[src/rtl/regfile_mp.sv]
// Multi-read-port register file with one synchronous write port and a sequential bulk-clear engine.
// Optional same-cycle write-to-read forwarding is enabled by defining REGFILE_WR_BYPASS_EN.
module regfile_mp #(
  parameter int XLEN    = 32,
  parameter int NREGS   = 32,
  parameter int AW      = 5,
  parameter int NRD     = 2,
  parameter int ZERO_R0 = 1
) (
  input  logic                clk,
  input  logic                rst,
  input  logic                we,
  input  logic [AW-1:0]       wa,
  input  logic [XLEN-1:0]     wd,
  input  logic [NRD*AW-1:0]   ra,
  output logic [NRD*XLEN-1:0] rd,
  input  logic                clr_req,
  output logic                clr_busy,
  output logic                clr_done
);

  localparam logic [0:0]    ST_IDLE  = 1'b0;
  localparam logic [0:0]    ST_CLEAR = 1'b1;
  localparam logic [AW-1:0] LAST_PTR = AW'(NREGS - 1);
  localparam int unsigned   NREGS_U  = NREGS;

  logic [0:0]      state;
  logic [AW-1:0]   ptr;
  logic [XLEN-1:0] mem [NREGS];
  logic            commit;

  // Address maps onto a physical register (NREGS need not be a power of two).
  function automatic logic in_range(input logic [AW-1:0] a);
    return (32'(a) < NREGS_U);
  endfunction

  function automatic logic is_zero_reg(input logic [AW-1:0] a);
    return (ZERO_R0 != 0) && (a == '0);
  endfunction

  assign commit = we && in_range(wa) && !is_zero_reg(wa) && (state == ST_IDLE);

  // Clear FSM: IDLE -> CLEAR on request, walks ptr over every entry, then back to IDLE.
  always_ff @(posedge clk or negedge rst) begin
    if (!rst) begin
      state    <= ST_IDLE;
      ptr      <= '0;
      clr_busy <= 1'b0;
      clr_done <= 1'b0;
    end else begin
      case (state)
        ST_IDLE: begin
          clr_done <= 1'b0;
          if (clr_req) begin
            state    <= ST_CLEAR;
            ptr      <= '0;
            clr_busy <= 1'b1;
          end
        end
        ST_CLEAR: begin
          if (ptr == LAST_PTR) begin
            state    <= ST_IDLE;
            ptr      <= '0;
            clr_busy <= 1'b0;
            clr_done <= 1'b1;
          end else begin
            ptr      <= ptr + 1'b1;
            clr_done <= 1'b0;
          end
        end
        default: begin
          state    <= ST_IDLE;
          ptr      <= '0;
          clr_busy <= 1'b0;
          clr_done <= 1'b0;
        end
      endcase
    end
  end

  // Storage array: the clear engine owns the write port while busy.
  always_ff @(posedge clk or negedge rst) begin
    if (!rst) begin
      for (int i = 0; i < NREGS; i++) mem[i] <= '0;
    end else if (state == ST_CLEAR) begin
      mem[ptr] <= '0;
    end else if (commit) begin
      mem[wa] <= wd;
    end
  end

  // Combinational read ports; zero-register and out-of-range rules win over forwarding.
  always_comb begin
    logic [AW-1:0]   a;
    logic [XLEN-1:0] v;
    rd = '0;
    a  = '0;
    v  = '0;
    for (int i = 0; i < NRD; i++) begin
      a = ra[i*AW +: AW];
      if (!rst || !in_range(a) || is_zero_reg(a)) begin
        v = '0;
`ifdef REGFILE_WR_BYPASS_EN
      end else if (commit && (a == wa)) begin
        v = wd;
`endif
      end else begin
        v = mem[a];
      end
      rd[i*XLEN +: XLEN] = v;
    end
  end

endmodule

[config.mk]
export PLATFORM = sky130hd
export DESIGN_NAME = regfile_mp
export DESIGN_NICKNAME = d
export VERILOG_FILES = /design/src/rtl/regfile_mp.sv
export SDC_FILE = /design/constraint.sdc
export NUM_CORES = 2
export LEC_CHECK = 0
export BUFFER_PORTS_ARGS = -buffer_cell sky130_fd_sc_hd__buf_2
export CAP_MARGIN = 20
export CELL_PAD_IN_SITES_DETAIL_PLACEMENT = 0
export CELL_PAD_IN_SITES_GLOBAL_PLACEMENT = 1
export CORE_UTILIZATION = 45
export CTS_BUF_LIST = sky130_fd_sc_hd__clkbuf_4 sky130_fd_sc_hd__clkbuf_8
export DETAILED_ROUTE_END_ITERATION = 10
export PLACE_DENSITY_LB_ADDON = 0.1
export SLEW_MARGIN = 0
export SYNTH_ARGS = -nofsm -noshare
export SYNTH_HDL_FRONTEND = slang
export SYNTH_SLANG_ARGS = --single-unit
[constraint.sdc]
create_clock -name clk -period 4.7 [get_ports clk]
set_input_delay 0.235 -clock clk [delete_from_list [all_inputs] [get_ports clk]]
set_output_delay 0.235 -clock clk [all_outputs]
set_load 0.05 [all_outputs]
==> impl_results.md <==
- Slew headroom: 0.195
- Clk_skew: 0.0259 ns
- Arrival @ worst endpoint: 3.44 ns
- Yosys reg bits: 1032
- Initial core utilization: 0.454
- Register share of total power: 0.435
- Pre-antenna DRT Iters: 5
- Port bufs: 116
- Share of flip-flops with an asynchronous set or reset: 1.00
- Via/cell ratio: 7.42
- # resized after CTS: 0
- CP Max Fanout: 21
- Worst skew pair latency: 0.91 ns
- # DRC: 0
- Fill cells: 9975
- Top cell type's share of synthesized area: 0.489
- Post-Place Setup Slack: 1.40 ns
- Yosys top cell by area: dfrtp_1
- Rows: 125
- Crit Path Class: in2out
- Final min period: 3.67 ns
- RSZ-0062 raised after global routing: false
- FF-to-FF End: mem[856]$_DFFE_PN0P_
- FF+latch area: 25800 µm²
- Yosys cell types: 40
- Post-synth top cells: dfrtp_1 (1032), a22o_1 (1029), mux2i_1 (520)
- Layout area overhead: 13.4%
- Core box area: 116000 µm²
- Status: completed
- Die width: 344 µm
- Clk Tree Root Cell: clkbuf_8
- Sw Pwr: 8680 µW
- Multi-input logic area: 25700 µm²
- Die height: 344 µm
- Design area: 59800 µm²
- Final setup viols: 0
- Setup TNS: 0 ns
- Clock tree buffer depth: 3
- Mapped Area: 52800 µm²
- P_int: 17600 µW
- Synthesized Nets: 4230
- Crit Reg-Reg Startpoint: state$_DFF_PN0_
- Vias: 43135
- CTS tree: built
- Reg2Reg Setup Slack: 1.38 ns
- Total CTS buffers: 183
- Worst Slack Setup Final: 1.03 ns
- Layout Utilization: 0.515
- FF-to-FF path depth: 5
- Detailed placer's ending HPWL: 134000 µm
- Sw frac: 0.331
- Main synth FF type: dfrtp_1
- Initial antenna violation count: 15
- Clock transition at path regs: 0.06 ns
- Worst slew pin tran: 1.20 ns
- Routed Antenna Nets: 0
- Final hold violation count: 0
- CTS Sinks: 1032
- Maxcap violations: 0
- Cell Pwr Density: 439 nW/µm²
- Crit path launch type: primary input
- GRT overflow: 0
- WL per Instance: 40.7 µm
- EDFF count, synth: 0
- Worst min path class: in2async
- FMAX: 0.272 GHz
- Largest net degree at the start of global routing: 157
- Die area: 119000 µm²
- Synth Warn #: 0
- Comb power frac: 0.222
- Initial DRC Count: 6302
- Pins Over Slew Limit: 0
- WL final: 237000 µm
- Seq/Total Area, Yosys: 0.489
- Ratio of cells with drive above 1 in the final layout: 0.220
- Fin nets: 4209
- Gr usage total: 0.399
- Clock share of power: 0.343
- Syn avg cell area: 12.6 µm²
- CP Capture Type: output pin
- I/O pin total: 117
- WP data required: 4.47 ns
- VDD IR max: 299 µV
- Vias in the first global route: 42401
- Count leader, synth: dfrtp_1
- Leakage: 0.0276 µW
- Tcrit/Tclk final: 0.782
- Global placer's final weighted congestion: 0.877
- Syn Inst Count: 4174
- Synth area leaders: dfrtp_1 (49%), a22o_1 (17%), mux4_2 (11%)
- H-tree depth: 4
- CP startpoint: rst
- Power after layout: 26200 µW
- First-pass GRT wire length: 332000 µm
- Post-DP Area: 55600 µm²
-- worst max path at each step --
stage	slack, ns	endpoint
after global placement	1.44	rd[49]
final	1.03	rd[49]
after CTS	1.08	rd[49]
after floorplan	2.12	rd[49]
after global routing	0.98	rd[49]
after detailed placement	1.40	rd[49]
-- stage by stage --
stage | hold slack [ns] | std cells
after floorplan | -0.0606 | 4174
after global placement | 0.239 | 5456
after detailed placement | 0.228 | 5457
after CTS | 0.0517 | 5810
after global routing | 0.0895 | 5815
final | 0.0962 | 5816
-- logic make-up after synthesis --
family / share of synthesized area
AOI/OAI and AO/OA: 0.221
xor gates and xnor gates: 0.000332
adders and majority gates: 0.00119
buffers and inverters: 0.0387
DFF: 0.489
muxes: 0.206
and+or+nand+nor: 0.0427
-- area by class of cell --
class	count	area share
Antenna cell	6	0.000251
Clock buffer	290	0.0607
Clock inverter	28	0.00374
Inverter	6	0.000376
Multi-Input combinational cell	2619	0.429
Sequential cell	1032	0.432
Tap cell	1524	0.0319
Timing Repair Buffer	311	0.0426
-- metal layers --
layer,track usage,wire [µm]
met4,0.180,11200
met1,0.552,93900
met2,0.567,102000
met3,0.134,30000
met5,0.00761,193
-- critical path: stages --
cell	delay [ns]
dlygate4sd3_1	0.56
buf_8	0.27
nor3b_2	0.26
buf_4	0.32
and2_2	0.73
buf_4	0.35
nand2_1	0.08
nand4_1	0.24
buf_2	0.32
-- placed cells by master (no fill, tap or decap), drive strengths merged, types with 27 or more instances in the layout --
cell	instances
dfrtp	1032
a22o	1029
mux2i	520
clkbuf	290
buf	277
a22oi	252
mux4	252
nand3	140
a21oi	85
nand2	69
nand4	65
and2	43
nor2	40
a31oi	37
dlygate4sd3	34
and3	27
-- state kept, by name, summed over array words and instances, names as in the netlist --
signal and flops:
state 1, clr_done 1, ptr 5, clr_busy 1
mem 1024
-- power by group through the flow --
stage                     Sequential (µW)  Combinational, µW  Clock (µW)
final                               11400               5820        9010
after global routing                11600               6040        9460
after CTS                           11400               5690        9080
after detailed placement            11500               5660           0
after global placement              11500               5590           0
after floorplan                     11100               3560           0
-- timing repair --
action                                  CTS  global route
hold buffers                             35             0
buffers inserted                          0             0
endpoints found under the hold margin  1566             0
(Power assumes the default switching activity.)
